--- src/rtl/fpu_requester.sv ---
// rtl/fpu_requester.sv - FPU operand/result handshake requester with timeout
//
// Accepts a start request carrying an op code and two operands, presents them
// to an FPU over two independent strobe/ack handshakes, waits for the FPU
// result, acknowledges it for one cycle and reports completion with a done
// pulse. Illegal op codes and transactions that spend TIMEOUT_CYCLES cycles
// in SEND+WAIT finish with done and error together and a zero result.
//
// Ports:
//   clk, rst                          clock, synchronous active-high reset
//   start, op, a, b                   request pulse, op code, operands
//   busy, done, error, result         status pulses and registered result
//   fpu_op, fpu_in1, fpu_in2          latched op and operands to the FPU
//   fpu_in1_stb, fpu_in1_ack          operand 1 handshake
//   fpu_in2_stb, fpu_in2_ack          operand 2 handshake
//   fpu_out, fpu_out_stb, fpu_out_ack result handshake

module fpu_requester #(
  parameter int TIMEOUT_CYCLES = 255
) (
  input  logic        clk,
  input  logic        rst,
  input  logic        start,
  input  logic [3:0]  op,
  input  logic [31:0] a,
  input  logic [31:0] b,
  output logic        busy,
  output logic        done,
  output logic        error,
  output logic [31:0] result,
  output logic [3:0]  fpu_op,
  output logic [31:0] fpu_in1,
  output logic [31:0] fpu_in2,
  output logic        fpu_in1_stb,
  output logic        fpu_in2_stb,
  input  logic        fpu_in1_ack,
  input  logic        fpu_in2_ack,
  input  logic [31:0] fpu_out,
  input  logic        fpu_out_stb,
  output logic        fpu_out_ack
);

  // One spare count above the limit: a SEND that completes exactly on the
  // limit still enters WAIT and increments once more before aborting.
  localparam int            CW            = $clog2(TIMEOUT_CYCLES + 2);
  localparam logic [CW-1:0] TIMEOUT_LIMIT = CW'(TIMEOUT_CYCLES);
  localparam logic [3:0]    OP_MAX        = 4'b1000;

  typedef enum logic [1:0] {S_IDLE, S_SEND, S_WAIT, S_ACK} state_t;

  state_t        state, state_n;
  logic [CW-1:0] cnt, cnt_n, cnt_inc;
  logic          timed_out, abort;
  logic          busy_n, done_n, error_n;
  logic          in1_stb_n, in2_stb_n, out_ack_n;
  logic [31:0]   result_n, in1_n, in2_n;
  logic [3:0]    op_n;

  always_comb begin
    state_n   = state;
    cnt_n     = cnt;
    cnt_inc   = cnt + CW'(1);
    timed_out = (cnt_inc >= TIMEOUT_LIMIT);
    abort     = 1'b0;
    done_n    = 1'b0;
    error_n   = 1'b0;
    out_ack_n = 1'b0;
    in1_stb_n = fpu_in1_stb;
    in2_stb_n = fpu_in2_stb;
    result_n  = result;
    in1_n     = fpu_in1;
    in2_n     = fpu_in2;
    op_n      = fpu_op;

    case (state)
      S_IDLE: begin
        if (start) begin
          if (op <= OP_MAX) begin
            op_n      = op;
            in1_n     = a;
            in2_n     = b;
            cnt_n     = '0;
            in1_stb_n = 1'b1;
            in2_stb_n = 1'b1;
            state_n   = S_SEND;
          end else begin
            done_n   = 1'b1;
            error_n  = 1'b1;
            result_n = '0;
          end
        end
      end
      S_SEND: begin
        // Each strobe drops independently once its own ack is seen; acks on
        // an already-dropped strobe are ignored.
        in1_stb_n = fpu_in1_stb & ~fpu_in1_ack;
        in2_stb_n = fpu_in2_stb & ~fpu_in2_ack;
        cnt_n     = cnt_inc;
        if (!in1_stb_n && !in2_stb_n) begin
          state_n = S_WAIT;
        end else if (timed_out) begin
          abort = 1'b1;
        end
      end
      S_WAIT: begin
        cnt_n = cnt_inc;
        if (fpu_out_stb) begin
          result_n  = fpu_out;
          out_ack_n = 1'b1;
          state_n   = S_ACK;
        end else if (timed_out) begin
          abort = 1'b1;
        end
      end
      S_ACK: begin
        done_n  = 1'b1;
        state_n = S_IDLE;
      end
      default: begin
        state_n = S_IDLE;
      end
    endcase

    if (abort) begin
      state_n   = S_IDLE;
      in1_stb_n = 1'b0;
      in2_stb_n = 1'b0;
      done_n    = 1'b1;
      error_n   = 1'b1;
      result_n  = '0;
    end

    busy_n = (state_n != S_IDLE);
  end

  always_ff @(posedge clk) begin
    if (rst) begin
      state       <= S_IDLE;
      cnt         <= '0;
      busy        <= 1'b0;
      done        <= 1'b0;
      error       <= 1'b0;
      result      <= '0;
      fpu_op      <= '0;
      fpu_in1     <= '0;
      fpu_in2     <= '0;
      fpu_in1_stb <= 1'b0;
      fpu_in2_stb <= 1'b0;
      fpu_out_ack <= 1'b0;
    end else begin
      state       <= state_n;
      cnt         <= cnt_n;
      busy        <= busy_n;
      done        <= done_n;
      error       <= error_n;
      result      <= result_n;
      fpu_op      <= op_n;
      fpu_in1     <= in1_n;
      fpu_in2     <= in2_n;
      fpu_in1_stb <= in1_stb_n;
      fpu_in2_stb <= in2_stb_n;
      fpu_out_ack <= out_ack_n;
    end
  end

endmodule

--- config.mk ---
export PLATFORM = sky130hd
export DESIGN_NAME = fpu_requester
export DESIGN_NICKNAME = d
export VERILOG_FILES = /design/src/rtl/fpu_requester.sv
export SDC_FILE = /design/constraint.sdc
export NUM_CORES = 1
export LEC_CHECK = 0
export BUFFER_PORTS_ARGS = -buffer_cell sky130_fd_sc_hd__buf_2
export CORE_MARGIN = 2
export CORE_UTILIZATION = 47
export CTS_CLUSTER_DIAMETER = 200
export DETAILED_ROUTE_END_ITERATION = 12
export PLACE_DENSITY = 0.84
export SLEW_MARGIN = 25
export SYNTH_ARGS = -nofsm -noshare
export SYNTH_HDL_FRONTEND = slang
export SYNTH_SLANG_ARGS = --single-unit
export TNS_END_PERCENT = 30
--- constraint.sdc ---
create_clock -name clk -period 2.2 [get_ports clk]
set_input_delay 0.22 -clock clk [delete_from_list [all_inputs] [get_ports clk]]
set_output_delay 0.22 -clock clk [all_outputs]
set_load 0.05 [all_outputs]
Word-level counts from Yosys, hierarchy flattened
Index checks and enable logic that the tools add are counted.
Operators by class
  $add $sub $neg: 1
  magnitude comparators: 2
  equal/unequal tests: 7
  mux-type cells: 28
  bitwise logic cells: 5
  reduce and logical (&&, ||, !) cells: 15
Operator list (count)
  2-to-1 mux 32 bit: 3
  one-hot mux 32 bit (2 select lines): 1
  2-to-1 mux 9 bit: 2
  one-hot mux 9 bit (2 select lines): 1
  2-to-1 mux 1 bit: 11
  2-to-1 mux 2 bit: 5
  adder 9 x 1 -> 9 bit (second input constant): 1
  >= comparator 9 x 8 -> 1 bit (second input constant): 1
  AND reduction 3 bit: 3
  inequality test 2 bit (second input constant): 4
  one-hot mux 1 bit (2 select lines): 4
  one-hot mux 2 bit (4 select lines): 1
  nonzero test 2 bit: 4
  OR reduction 2 bit: 3
  equality test 2 bit (second input constant): 2
  <= comparator 4 bit (second input constant): 1
  AND reduction 4 bit: 1
  NOT 1 bit: 3
  AND 1 bit: 2
  equality test 2 x 1 -> 1 bit (second input constant): 1
  logical NOT 1 bit: 2
  logical NOT 2 bit: 1
  logical AND 1 bit: 1
Storage, ports and cells
  bits in registers: 117
  input bits: 106
  output and inout bits: 106
  logic and storage cells: 70

Logic depth before layout (Yosys ltp)
Gate-level depths: netlist (run 1).
  depth in word-level cells: 8
  mapped depth: 9
  mapped depth without buffers: 7

Worst setup path before layout (run 1)
Ideal clock, no wire load.
  path kind: register to register
  from: register fpu_in2_stb
  to: register result[13]
  arrival time: 1.882 ns
  required time: 2.083 ns
  slack: 0.201 ns
  cell stages (with the launch flop): 7
  path buffers: 1
  period minus slack after synthesis: 1.999 ns
  cells stage by stage: dfxtp_1 -> nor2b_1 -> o21a_1 -> o2111ai_1 -> o311ai_4 -> buf_6 -> nor2_2
On the way
  longest elaborated chain between the ends: 6
RTL lines
  start: declaration: RTL line 35  | output logic fpu_in2_stb,
  start signal: assignment: RTL line 161  | fpu_in2_stb <= in2_stb_n;
  AND 1 bit: RTL line 97  | in2_stb_n = fpu_in2_stb & ~fpu_in2_ack;
  logical NOT 1 bit: RTL line 99  | if (!in1_stb_n && !in2_stb_n) begin
  logical AND 1 bit: RTL line 99
  2-to-1 mux 1 bit: RTL line 99
  one-hot mux 1 bit (2 select lines): RTL line 75  | case (state)
  OR reduction 2 bit (no line)
  end signal: assignment: RTL line 156  | result <= result_n;
  end: declaration: RTL line 30  | output logic [31:0] result,
Every way passes these cells.
A chain may end at the register's enable or synchronous reset.

Final worst setup path (run 1)
  from: register cnt[0]
  to: register result[22]
On the way
  longest elaborated chain between the ends: 6
RTL lines
  start: declaration: RTL line 52  | logic [CW-1:0] cnt, cnt_n, cnt_inc;
  start signal: assignment: RTL line 152  | cnt <= cnt_n;
  adder 9 x 1 -> 9 bit (*): RTL line 62  | cnt_inc = cnt + CW'(1);
  >= comparator 9 x 8 -> 1 bit (*): RTL line 63  | timed_out = (cnt_inc >= TIMEOUT_LIMIT);
  2-to-1 mux 1 bit (*): RTL line 101, 111
  2-to-1 mux 1 bit, on equally long branches: RTL line 107, 99
  one-hot mux 1 bit (2 select lines) (*): RTL line 75
  OR reduction 2 bit (no line) (*)
Every way passes the cells marked *; elsewhere a longest branch is shown, timed or not.

==> results_dict.tcl, run 1 <==
set metrics [dict create \
    status "finished clean" \
    fin_tns_setup_ns 0 \
    hpwl_um 8394 \
    finalHoldViolations 0 \
    hold_end "result[17]" \
    required_ns 2.59 \
    synth.net_count 650 \
    h-tree-depth 4 \
    grt_pass1_wl_um 22670 \
    final-max-slew-violation-count 0 \
    gp_congestion 0.8138 \
    r2r_end "result[22]" \
    worstSetupStartpointType "flop" \
    first_pass_iters 6 \
    cp.depth 8 \
    crit_path_end_kind "flop" \
    synth_seq_cells 117 \
    route.detailed.drc 0 \
    final_cell_mix "211 x buf_2, 150 x nand2_1, 117 x dfxtp_1" \
    ir_drop_v 0.0005703 \
    synthesis.area_sq_um 4592 \
    drt-initial-drc-count 267 \
    insertion_delay_ns 0.51 \
    fmax_ghz 0.4892 \
    totalWireLength_um 15400 \
    wl_per_cell_um 15.65 \
    overflow 0 \
    arrival_ns 2.44 \
    grt_pass1_vias 4886 \
    slowest_stage "dfxtp_1" \
    ys_seq_area_share_pct 51.01 \
    yosysUniqueCellTypes 53 \
    final_common_cell "buf_2" \
    p_per_area_nw_per_um2 892.6 \
    coreArea_sq_um 9639 \
    initial_utilization_pct 47.64 \
    grt_max_degree 81 \
    place_ws_ns 0.1715 \
    maxSlewHeadroom_pct 47.25 \
    rr_startpoint "cnt[0]" \
    hold_class "in2reg" \
    rsz0062_at_grt "false" \
    io_buffers 211 \
    rr_worst_depth 8 \
    rows 36 \
    vias 5055 \
    clock_sinks 117 \
    worstPathBufferInverterCount 2 \
    clock_skew_ns 0.01223 \
    synth_edf_count 0 \
    drive_gt1_share_pct 34.82 \
    path_clk_slew_ns 0.06 \
    clk_path_buf_depth 2 \
    crit_path_max_fanout 37 \
    io_pins 212 \
    place_inst 853 \
    syn2layout_area_growth_pct 59.97 \
    synthFlopType "dfxtp_1" \
    final_nets 952 \
    period_minus_slack_ns 2.044 \
    root_buffer "clkbuf_8" \
    fillers 619 \
    stdcell_count 984 \
    async_flop_share_pct 0 \
    cts_tree "done" \
    dieArea_sq_um 10580 \
    gr-usage-all-layers_pct 27.61 \
    fp.dieW_um 102.8 \
    numCtsBuffers 17 \
    cpMostUsedCell "nor2_1" \
    antenna_found_initial 0 \
    path_class "reg2reg" \
    avgSynthCellArea_sq_um 8.567 \
    path_cells "inv_1 > ha_1 > nor2_1 > o211a_1 > o2111ai_1 > o311ai_4 > buf_12 > nor2_1" \
    power_leakage_nw 3.277 \
    syn_inst 536 \
    critPathTopFamily "compound AO/OA/AOI/OAI gates" \
    via_per_inst 5.137 \
    hold_depth 3 \
    post_cts_buffers 0 \
    rrSetupSlack_ns 0.16 \
    tightest_slew_ns 0.7913 \
    post-route-period-util_pct 92.91 \
    dieHeight_um 102.8 \
    ant_nets 0 \
    setup_viol 0 \
    cap_violations 0 \
    max_stage_delay_ns 0.41 \
    yosys_warnings 0 \
    final.setup.worst_slack_ns 0.1560 \
    min_from "fpu_out[17]" \
]
-- cells by family after synthesis --
logic type | Yosys count | share of synthesized area [%]
simple gates | 223 | 21.88
fa+ha+maj | 8 | 2.180
xor+xnor | 3 | 0.7359
buf+inv | 42 | 4.360
compound gates | 142 | 19.59
flops | 117 | 51.01
mux | 1 | 0.2452
-- where the power goes --
part           internal [mW]  switching, mW
combinational          0.499           1.03
sequential              2.26         0.0810
clock                   1.77          0.912
total                   4.53           2.02
-- what timing repair did --
item	4_1_cts	5_1_grt
hold buffers	99	0
endpoints found under the hold margin	99	0
gates resized for setup	0	3
endpoints found under the setup margin	0	37
-- cell usage after synthesis, types with 2 or more instances --
cell / n / share of area (%)
nand2_1: 150 / 12
dfxtp_1: 117 / 51
a21oi_1: 78 / 8.5
a22oi_1: 34 / 5.6
nor2_2: 30 / 4.1
clkbuf_1: 28 / 2.3
nor2_1: 12 / 0.98
ha_1: 8 / 2.2
nand3_1: 8 / 0.87
buf_6: 5 / 1.2
inv_1: 5 / 0.41
buf_2: 4 / 0.44
a21o_1: 3 / 0.49
a31oi_1: 3 / 0.41
nor2b_1: 3 / 0.41
nor3b_1: 3 / 0.49
o21ai_0: 3 / 0.33
a21boi_0: 2 / 0.33
a311oi_1: 2 / 0.38
nand3b_1: 2 / 0.33
nor3_1: 2 / 0.22
o21a_1: 2 / 0.33
o31ai_1: 2 / 0.33
-- worst max path at each step --
| stage | startpoint | endpoint | slack (ns) |
|---|---|---|---|
| finish | cnt[0] | result[22] | 0.16 |
| floorplan | fpu_in2_stb | result[13] | 0.20 |
| global placement | cnt[0] | fpu_in2_stb | 0.25 |
| global route | cnt[0] | result[17] | 0.01 |
| CTS | state[0] | result[17] | 0.13 |
| detailed placement | cnt[0] | result[22] | 0.17 |
-- per-layer routing --
metal	vias to the layer above	share of wire, %	GRT usage [%]
li1	2432	-	-
met1	2334	39	29.89
met2	242	50	47.51
met3	47	8.4	9.966
met4	0	3.0	14.27
met5	-	0	0
-- registers in the layout, summed over array words and instances (netlist names) --
name         flops
result          32
fpu_in1         32
fpu_in1_stb      1
done             1
error            1
fpu_out_ack      1
fpu_in2_stb      1
fpu_op           4
fpu_in2         32
busy             1
cnt              9
state            2
-- worst register-to-register path, stage by stage (launching register included) --
cell and delay [ns]:
dfxtp_1 0.41, inv_1 0.10, ha_1 0.32, nor2_1 0.09
o211a_1 0.15, o2111ai_1 0.18, o311ai_4 0.30, buf_12 0.28
nor2_1 0.10
-- area by class of cell --
type | instances | area (sq um) | area share (%)
Inverter | 5 | 18.77 | 0.2555
Tap cell | 133 | 166.4 | 2.265
Clock buffer | 22 | 452.9 | 6.166
Timing Repair Buffer | 320 | 2160 | 29.40
Sequential cell | 117 | 2342 | 31.89
Antenna cell | 1 | 2.502 | 0.03407
Clock inverter | 9 | 127.6 | 1.737
Multi-Input combinational cell | 377 | 2076 | 28.26
-- metrics by stage --
stage / hold WS, ns / util (%) / area (sq um) / power (mW)
global placement: 0.4389 / 59.77 / 5762 / 3.696
floorplan: 0.3560 / - / 4592 / 3.332
finish: 0.01834 / 76.21 / 7346 / 6.557
global route: 0.02699 / 76.18 / 7343 / 6.830
CTS: 0.009730 / 76.08 / 7333 / 6.559
detailed placement: 0.4442 / 59.77 / 5762 / 3.738
(Power assumes the default switching activity.)
==> run 2, diff against run 1 <==
--- a/config.mk
+++ b/config.mk
@@ -7,10 +7,11 @@
 export LEC_CHECK = 0
 export BUFFER_PORTS_ARGS = -buffer_cell sky130_fd_sc_hd__buf_2
 export CORE_MARGIN = 2
-export CORE_UTILIZATION = 47
+export CORE_UTILIZATION = 48
+export CTS_BUF_LIST = sky130_fd_sc_hd__clkbuf_4 sky130_fd_sc_hd__clkbuf_8
 export CTS_CLUSTER_DIAMETER = 200
 export DETAILED_ROUTE_END_ITERATION = 12
-export PLACE_DENSITY = 0.84
+export PLACE_DENSITY = 0.86
 export SLEW_MARGIN = 25
 export SYNTH_ARGS = -nofsm -noshare
 export SYNTH_HDL_FRONTEND = slang
==> run 2 against run 1 <==
Against the previous run: critical path depth unchanged; register-to-register slack got worse by 0.099 ns; via count decreased by 10%; first-iteration DRC count decreased by 52%; utilization decreased by 9.2 points; critical path type unchanged; clock-buffer cell count decreased by 4; final cell count decreased by 10%; die area decreased by 2.0%; final area decreased by 16%; non-clock buffer count decreased by 95.
==> results_dict.tcl, run 2 (synthesis gave the netlist of run 1 again) <==
set metrics [dict create \
    ir_drop_v 0.0004432 \
    route.detailed.drc 0 \
    final_common_cell "buf_2" \
    ant_nets 0 \
    final-max-slew-violation-count 0 \
    worstSetupStartpointType "flop" \
    power_leakage_nw 2.780 \
    rows 35 \
    drive_gt1_share_pct 40.13 \
    p_total_mw 5.528 \
    clk_path_buf_depth 2 \
    antenna_found_initial 0 \
    hold_class "in2reg" \
    vias 4546 \
    required_ns 2.51 \
    maxSlewHeadroom_pct 51.48 \
    final_nets 857 \
    p_clk_share_pct 32.9 \
    path_clk_slew_ns 0.08 \
    crit_path_end_kind "flop" \
    clock_skew_ns 0.01530 \
    coreArea_sq_um 9240 \
    final_cell_mix "211 x buf_2, 150 x nand2_1, 116 x dfxtp_1" \
    totalWireLength_um 12540 \
    fillers 791 \
    n_antenna_cell 0 \
    numCtsBuffers 17 \
    grt_pass1_vias 4247 \
    grt_max_degree 69 \
    swShare_pct 35.33 \
    post-route-util_pct 67.00 \
    first_pass_iters 5 \
    h-tree-depth 4 \
    p_seq_share_pct 42.3 \
    gp_congestion 0.8489 \
    largestRegisters "fpu_in1 (32), fpu_in2 (32), result (32)" \
    setup_viol 0 \
    tightest_slew_ns 0.7230 \
    via_per_inst 5.143 \
    finalHoldViolations 0 \
    cap_violations 0 \
    grt_pass1_wl_um 18860 \
    hpwl_um 8715 \
    io_buffers 211 \
    clock_sinks 117 \
    syn2layout_area_growth_pct 34.82 \
    drt-initial-drc-count 128 \
    fmax_ghz 0.4667 \
    stdcell_count 884 \
    dieHeight_um 101.8 \
    initial_utilization_pct 49.70 \
    status "finished clean" \
    period_minus_slack_ns 2.143 \
    place_inst 849 \
    cts_tree "done" \
    overflow 0 \
    crit_path_max_fanout 9 \
    path_class "reg2reg" \
    gr-usage-all-layers_pct 22.86 \
    io_pins 212 \
    p_int_mw 3.575 \
    p_sw_mw 1.953 \
    root_buffer "clkbuf_8" \
    arrival_ns 2.45 \
    wl_per_cell_um 14.18 \
    post-route-period-util_pct 97.40 \
    dieArea_sq_um 10370 \
    insertion_delay_ns 0.41 \
    p_per_area_nw_per_um2 892.8 \
    fp.dieW_um 101.8 \
    combPwrFrac_pct 24.8 \
]
## run 2: changes by cell type in the layout (fill, tap and decap cells not counted), moves of 3 or more
cell | before | now
dlygate4sd3_1 | 99 | 0
clkbuf_16 | 16 | 1
clkbuf_8 | 3 | 18
clkinvlp_4 | 3 | 7
clkbuf_1 | 3 | 0
clkinv_2 | 3 | 0
inv_6 | 0 | 3
## run 2: layout make-up
class | count | area, sq um | share of cell area [%]
clock buffer | 18 | 247.7 | 4.002
clock inverter | 13 | 126.4 | 2.041
inverter | 5 | 18.77 | 0.3032
multi-input combinational | 377 | 2073 | 33.49
sequential | 117 | 2344 | 37.85
tap | 129 | 161.4 | 2.607
timing repair buffer | 225 | 1220 | 19.70
## run 2: worst max-delay path, cell delays in order (launching register included)
cell,delay [ns]
dfxtp_1,0.34
inv_1,0.16
ha_1,0.24
nor2b_1,0.31
o2111ai_1,0.25
o311ai_4,0.33
buf_4,0.19
buf_6,0.17
nor2_2,0.05
## run 2: power by group through the flow
stage	clock network [mW]	logic [mW]	registers, mW
final	1.82	1.37	2.34
after global routing	1.97	1.47	2.35
after CTS	1.86	1.36	2.34
after detailed placement	0	1.35	2.38
after global placement	0	1.32	2.37
after floorplan	0	0.501	2.83
## run 2: path summary, 6_finish.rpt
path | startpoint | endpoint | slack [ns] | cells past startpoint
min reg2reg | fpu_in2[30] | fpu_in2[30] | 0.45 | 2
max reg2reg | state[0] | result[24] | 0.06 | 8
min | b[30] | fpu_in2[30] | 0.04 | 3
max | state[0] | result[24] | 0.06 | 8
## run 2: metal layers
metal / up-vias / GRT usage, % / part of all wire [%]
met5: - / 0 / 0
li1: 2232 / - / -
met3: 19 / 7.661 / 8.7
met2: 205 / 41.14 / 51
met1: 2090 / 24.90 / 38
met4: 0 / 8.615 / 2.0
## run 2: what timing repair did
action / in CTS / in global routing
hold buffers: 0 / 0
resized for setup: 0 / 3
hold endpoints to repair: 0 / 0
buffers inserted: 0 / 2
endpoints found under the setup margin: 0 / 37
## run 2: per-stage QoR
| stage | instance area [sq um] | TNS [ns] | setup slack, ns | hold slack (ns) |
|---|---|---|---|---|
| finish | 6191 | 0 | 0.05716 | 0.04116 |
| global route | 6191 | -1.998 | -0.07048 | 0.01976 |
| CTS | 6131 | 0 | 0.1249 | 0.02071 |
| detailed placement | 5757 | 0 | 0.1375 | 0.4437 |
| global placement | 5757 | 0 | 0.2430 | 0.4385 |
| floorplan | 4592 | 0 | 0.2009 | 0.3560 |
